File: src/rtl/addsub_multicycle.sv
// Multi-cycle adder/subtractor: WIDTH-bit operands are processed DIGIT bits per
// clock on one shared adder slice, with valid/ready handshakes on both sides.
module addsub_multicycle #(
  parameter int WIDTH = 16,
  parameter int DIGIT = 4
) (
  input  logic             clk,
  input  logic             rst,
  input  logic             in_valid,
  output logic             in_ready,
  input  logic             sub,
  input  logic [WIDTH-1:0] a,
  input  logic [WIDTH-1:0] b,
  output logic             out_valid,
  input  logic             out_ready,
  output logic [WIDTH:0]   sum,
  output logic             ovf,
  output logic             zero,
  output logic             busy
);

  localparam int N  = WIDTH / DIGIT;
  localparam int CW = (N > 1) ? $clog2(N) : 1;

  if (WIDTH < 1 || DIGIT < 1 || (WIDTH % DIGIT) != 0) begin : gParamCheck
    $error("addsub_multicycle: WIDTH must be a positive multiple of DIGIT");
  end

  typedef enum logic [1:0] {
    IDLE = 2'd0,
    CALC = 2'd1,
    DONE = 2'd2
  } state_t;

  state_t           state_q, state_d;
  logic [WIDTH-1:0] opA_q, opA_d;
  logic [WIDTH-1:0] opB_q, opB_d;
  logic             sub_q, sub_d;
  logic             carry_q, carry_d;
  logic [CW-1:0]    cnt_q, cnt_d;
  logic [WIDTH:0]   sum_q, sum_d;
  logic             ovf_q, ovf_d;
  logic             zero_q, zero_d;

  logic             accept;
  logic             lastSlice;
  int               sliceBase;
  logic [DIGIT-1:0] sliceA, sliceB, sliceSum;
  logic             sliceCarry;
  logic [WIDTH-1:0] sumLow;

  assign accept    = in_valid && in_ready;
  assign lastSlice = (cnt_q == CW'(N - 1));

  // The shared slice adder; sumLow is the low result with the current digit merged in,
  // so the final flags can see the last slice on the same edge it is written.
  always_comb begin
    sliceBase = int'(cnt_q) * DIGIT;
    sliceA    = opA_q[sliceBase +: DIGIT];
    sliceB    = opB_q[sliceBase +: DIGIT];
    {sliceCarry, sliceSum} = {1'b0, sliceA} + {1'b0, sliceB} + {{DIGIT{1'b0}}, carry_q};
    sumLow    = sum_q[WIDTH-1:0];
    sumLow[sliceBase +: DIGIT] = sliceSum;
  end

  always_ff @(posedge clk or posedge rst) begin
    if (rst) begin
      state_q <= IDLE;
    end else begin
      state_q <= state_d;
    end
  end

  always_comb begin
    state_d = state_q;
    unique case (state_q)
      IDLE:    if (accept) state_d = CALC;
      CALC:    if (lastSlice) state_d = DONE;
      DONE:    if (out_ready) state_d = in_valid ? CALC : IDLE;
      default: state_d = IDLE;
    endcase
  end

  // in_ready must fall as soon as rst rises, so it is gated directly by rst.
  always_comb begin
    in_ready  = 1'b0;
    busy      = 1'b0;
    out_valid = 1'b0;
    unique case (state_q)
      IDLE: in_ready = 1'b1;
      CALC: busy = 1'b1;
      DONE: begin
        out_valid = 1'b1;
        in_ready  = out_ready;
      end
      default: in_ready = 1'b0;
    endcase
    if (rst) in_ready = 1'b0;
  end

  always_comb begin
    opA_d   = opA_q;
    opB_d   = opB_q;
    sub_d   = sub_q;
    carry_d = carry_q;
    cnt_d   = cnt_q;
    sum_d   = sum_q;
    ovf_d   = ovf_q;
    zero_d  = zero_q;
    if (accept) begin
      opA_d   = a;
      opB_d   = b ^ {WIDTH{sub}};
      sub_d   = sub;
      carry_d = sub;
      cnt_d   = '0;
    end else if (state_q == CALC) begin
      sum_d[WIDTH-1:0] = sumLow;
      carry_d          = sliceCarry;
      cnt_d            = cnt_q + 1'b1;
      if (lastSlice) begin
        sum_d[WIDTH] = sliceCarry ^ sub_q;
        ovf_d        = (opA_q[WIDTH-1] == opB_q[WIDTH-1]) && (sumLow[WIDTH-1] != opA_q[WIDTH-1]);
        zero_d       = ~|sumLow;
        cnt_d        = '0;
      end
    end
  end

  always_ff @(posedge clk or posedge rst) begin
    if (rst) begin
      opA_q   <= '0;
      opB_q   <= '0;
      sub_q   <= 1'b0;
      carry_q <= 1'b0;
      cnt_q   <= '0;
      sum_q   <= '0;
      ovf_q   <= 1'b0;
      zero_q  <= 1'b0;
    end else begin
      opA_q   <= opA_d;
      opB_q   <= opB_d;
      sub_q   <= sub_d;
      carry_q <= carry_d;
      cnt_q   <= cnt_d;
      sum_q   <= sum_d;
      ovf_q   <= ovf_d;
      zero_q  <= zero_d;
    end
  end

  assign sum  = sum_q;
  assign ovf  = ovf_q;
  assign zero = zero_q;

endmodule

File: config.mk
export PLATFORM = sky130hd
export DESIGN_NAME = addsub_multicycle
export DESIGN_NICKNAME = d
export VERILOG_FILES = /design/src/rtl/addsub_multicycle.sv
export SDC_FILE = /design/constraint.sdc
export NUM_CORES = 1
export LEC_CHECK = 0
export ABC_AREA = 0
export BUFFER_PORTS_ARGS = -buffer_cell sky130_fd_sc_hd__buf_2
export CORE_ASPECT_RATIO = 1.1
export CORE_UTILIZATION = 55
export CTS_CLUSTER_SIZE = 14
export DETAILED_ROUTE_END_ITERATION = 12
export PLACE_DENSITY_LB_ADDON = 0.3
export SLEW_MARGIN = 30
export SYNTH_ARGS = -nofsm -noshare
export SYNTH_HDL_FRONTEND = slang
export SYNTH_SLANG_ARGS = --single-unit
File: constraint.sdc
create_clock -name clk -period 3.23 [get_ports clk]
set_input_delay 0.1615 -clock clk [delete_from_list [all_inputs] [get_ports clk]]
set_output_delay 0.1615 -clock clk [all_outputs]
set_load 0.005 [all_outputs]
=== Word-level counts from Yosys, hierarchy flattened ===
Cells that the tools add are included.
W data, S select, Z words.

* Divide/modulo/power cells: 0
* Shifts and indexed selects: 4
* Reductions and logical operators: 9
* Equality and inequality tests: 8
* Magnitude comparators: 0
* Bitwise operators: 3
* Multipliers: 0
* $add $sub $neg: 4
* Muxes and demuxes: 15

{| class="wikitable"
|+ Operators by type and width
! operator !! count
|-
| $neg A4 Y33 || 1
|-
| $shift A4 B33 Y16 const A || 1
|-
| $shiftx A4 B33 Y16 || 1
|-
| $shiftx A16 B5 Y4 || 2
|-
| $bwmux W16 || 1
|-
| $reduce_or A16 Y1 || 1
|-
| $xor A16 B16 Y16 || 1
|-
| $mux W2 || 6
|-
| $mux W1 || 6
|-
| $ne A2 B2 Y1 const B || 3
|-
| $pmux W2 S3 || 1
|-
| $reduce_and A3 Y1 || 2
|-
| $add A4 B4 Y5 || 1
|-
| $add A5 B1 Y5 || 1
|-
| $eq A2 B2 Y1 const B || 2
|-
| $add A2 B1 Y2 const B || 1
|-
| $eq A2 B1 Y1 const B || 1
|-
| $logic_and A1 B1 Y1 || 2
|-
| $logic_not A2 Y1 || 1
|-
| $pmux W1 S2 || 1
|-
| $reduce_and A2 Y1 || 1
|-
| $reduce_bool A2 Y1 || 1
|-
| $eq A1 B1 Y1 || 1
|-
| $logic_not A1 Y1 || 1
|-
| other kinds (3) || 3
|}

* Bits in registers: 57
* ROM bits: 0
* Word-level logic and storage cells: 53
* Input bits: 37
* Memories kept: 0
* Output and inout port bits: 22
* RAM bits: 0
* Latch bits: 0

=== Longest topological paths before layout ===
* Depth in word-level cells: 7
* Gate-level depth with buffers: 11
* Mapped depth without buffers: 9

=== Worst setup path after synthesis ===
Ideal clock, no wire load.

* Kind: reg2reg
* From: register cnt_q[0]
* To: register zero_q, in the netlist zero
* Clock period less this slack: 2.840 ns
* Buffers on the path: 2
* Setup slack: 0.390 ns
* Required time: 3.105 ns
* Stages on the path, launching flop included: 12
* Library setup time: 0.125 ns
* Arrival time: 2.714 ns
* Path through: dfrtp_1 > buf_4 > buf_2 > mux4_2 > fa_1 > inv_1 > fa_1 > nor2b_1 > o21ai_0 > o41ai_1 > nand4_1 > o31ai_2

* Cells in the longest elaborated chain, start to end: 7
* Elaborated cells on any way between the ends: 12
* Classes of those cells: add/sub (3); eq/ne (1); shift (4); mux (1); reduce/logical (3)

{| class="wikitable"
|+ Ends and longest elaborated chain
! element !! line !! RTL
|-
| start: declaration || 40 || <nowiki>logic [CW-1:0] cnt_q, cnt_d;</nowiki>
|-
| start signal: assignment || 144 || <nowiki>cnt_q <= cnt_d;</nowiki>
|-
| $shiftx A16 B5 Y4 (on tied branches) || 59, 60 ||
|-
| $add A4 B4 Y5 || 61 || <nowiki>{sliceCarry, sliceSum} = {1'b0, sliceA} + {1'b0, sliceB} + {{DIGIT{1'b0}}, carry_q};</nowiki>
|-
| $add A5 B1 Y5 || 61 ||
|-
| $shiftx A4 B33 Y16 || 63 || <nowiki>sumLow[sliceBase +: DIGIT] = sliceSum;</nowiki>
|-
| $bwmux W16 || 63 ||
|-
| $reduce_or A16 Y1 || 123 || <nowiki>zero_d = ~|sumLow;</nowiki>
|-
| $logic_not A1 Y1 || 123 ||
|-
| end signal: assignment || 147 || <nowiki>zero_q <= zero_d;</nowiki>
|-
| end: declaration || 43 || <nowiki>logic zero_q, zero_d;</nowiki>
|}

Several ways; a longest one is shown, not always the timed one.
A chain may end at the register's enable or synchronous reset.

=== Worst setup path in the final report ===
Ends and elaborated chain as after synthesis.

==> out/metrics.csv <==
metric;value;unit
worst_setup_path_start_kind;flip-flop;
seq_area;1430;um^2
dp_slack;368;ps
yosysMostFrequentCell;nand2_1;
tns;0;ps
ys_top_cells_by_area;dfrtp_1, nand2_1, mux4_2;
worst-path-buf-inv;1;
clkSinkCount;57;
ioPinCount;59;
grt_pass1_vias;2396;
gp_congestion;0.868;
drive_gt1_share;24.0;%
grt_pass1_wl;11.2;mm
yosys.cell_types.count;42;
synth_area_leader_cell;dfrtp_1;
syn_area;3030;um^2
crit_required;3450;ps
finalCritPeriodShare;89.4;%
cp-end-kind;flip-flop;
die_x;72.8;um
ctsResizeCount;0;
leakage;0.00183;uW
max_stage_delay;640;ps
timing.slew.headroom;52.6;%
htreeDepth;3;
die-area;5810;um^2
critPathSlowestCell;dfrtp_1;
die_h;79.8;um
max_cap_viol_count;0;
global_route.overflow_total;0;
outcome;complete, no violations;
core.rowCount;27;
fin_nets;431;
cts_tree;built;
final_util;71.2;%
fin_area;3680;um^2
area_growth;21.4;%
crit_path_max_fanout;12;
cts_buffers;9;
setup_viol;0;
setup_ws;342;ps
cts.root.buffer_cell;clkbuf_8;
dp_hpwl;4.52;mm
path_clk_slew;70;ps
ir_drop;624;uV
cp_common_cell;a21oi_1;
ys.flop_type;dfrtp_1;
yosys-top-cells-count;nand2_1, dfrtp_1, o21ai_0, xnor2_1;
synth-edff-count;0;
grt_antenna_before_repair;0;
ys_ff_latch;57;
synthCells;319;
worstPathCellList;buf_4 > mux4_2 > ha_1 > a21oi_1 > a21oi_1 > or2_2 > a21oi_1 > o31ai_2;
synth_area_per_cell;9.50;um^2
max_freq;0.346;GHz
grt_max_degree;51;
gr-usage-all-layers;26.0;%
finalHoldViolations;0;
multiInputGateArea;1470;um^2
routedWlPerCell;14.2;um
clkLatencyLatePin;340;ps
synth_top_area_share;47.1;%
cts_hold_buffers;8;
drc;0;
slew_viol_final;0;
worst_pin_slew;711;ps
via_per_inst;5.33;
worst-setup-path-type;flip-flop to flip-flop;
fill_cells;409;
hold_class;input pin to flip-flop;
start_util;58.6;%
fin_skew;6.09;ps
fin_crit;2890;ps
coreArea;5170;um^2
async_reset_ff_share;100;%
ys_seq_area_share;47.1;%
num_antenna_cells;0;
cts_buffer_depth;2;
crit_arrival;3110;ps
vias;2451;
portBuffers;58;
synthesis.nets;367;
post-cts-setup-buffers;0;
holdWs;10.2;ps
pwr_density_cell;1050;nW/um^2
ys_warn_count;0;
path_delay_family;flip-flops;
drt_wl_total;6.52;mm
antenna_left;0;
drt-initial-drc-count;217;
rsz0062_at_grt;false;
drt_first_pass_iters;4;
dpl_cell_area;3360;um^2
-- final timing paths --
path	startpoint	end	slack, ps	depth (start not counted)
min in group asynchronous	rst	state_q[1]$_DFFE_PP0P_	460	3
max reg2reg	cnt_q[0]$_DFFE_PP0P_	zero$_DFFE_PP0P_	340	8
max	cnt_q[0]$_DFFE_PP0P_	zero$_DFFE_PP0P_	340	8
max in group asynchronous	rst	carry_q$_DFFE_PP0P_	1980	4
min	a[0]	opA_q[0]$_DFFE_PP0P_	10	3
min reg2reg	opB_q[13]$_DFFE_PP0P_	opB_q[13]$_DFFE_PP0P_	480	2
-- power breakdown --
part           internal (uW)  switching (uW)
logic                    769            1030
registers               1020             235
clock network            529             288
total                   2320            1550
-- layout by cell type (no fill, tap or decap), types with 9 or more instances in the layout --
cell	Yosys	routed
nor2_1	10	10
buf_2	7	58
nand2_1	91	91
dfrtp_1	57	57
inv_1	11	10
xnor2_1	17	17
ha_1	9	9
clkbuf_8	0	10
o21ai_0	29	29
nor2b_1	11	11
-- metrics by stage --
step | std cells | total power, uW
floorplan | 319 | 2560
finish | 460 | 3870
CTS | 460 | 3870
global placement | 436 | 2980
detailed placement | 436 | 3030
global route | 460 | 4190
-- final cells by class --
cell class | instances | area share (%)
Multi-Input combinational cell | 233 | 39.9
Sequential cell | 57 | 38.8
Timing Repair Buffer | 70 | 10.9
Clock buffer | 10 | 3.74
Clock inverter | 6 | 2.86
Tap cell | 72 | 2.45
Inverter | 12 | 1.36
-- kinds of logic (layout without fill, tap and decap cells) --
| kind of cell | Yosys count | count (layout) | share of synthesized area (%) |
|---|---|---|---|
| fa+ha+maj | 11 | 11 | 5.04 |
| flops | 57 | 57 | 47.1 |
| mux | 10 | 10 | 6.61 |
| simple gates | 137 | 137 | 20.1 |
| buf+inv | 29 | 98 | 4.42 |
| xor+xnor | 18 | 18 | 5.20 |
| compound gates | 57 | 57 | 11.6 |
-- worst reg2reg max path, stage by stage, from the launching register on --
cell and delay, ps:
dfrtp_1 640, buf_4 290, mux4_2 540, ha_1 350, a21oi_1 190, a21oi_1 110
or2_2 330, a21oi_1 240, o31ai_2 100
-- routing by layer --
layer	vias to the layer above	GRT usage, %	wire length [um]
li1	1199	-	-
met1	1163	32.7	2820
met2	78	42.2	3280
met3	11	6.57	310
met4	0	11.6	106
met5	-	0	0
-- flip-flops by register name (all words and copies together) (netlist names) --
register,count
cnt_q,2
opA_q,16
zero,1
sub_q,1
carry_q,1
sum,17
state_q,2
ovf,1
opB_q,16
No activity file was read; power rests on OpenSTA's default activity.
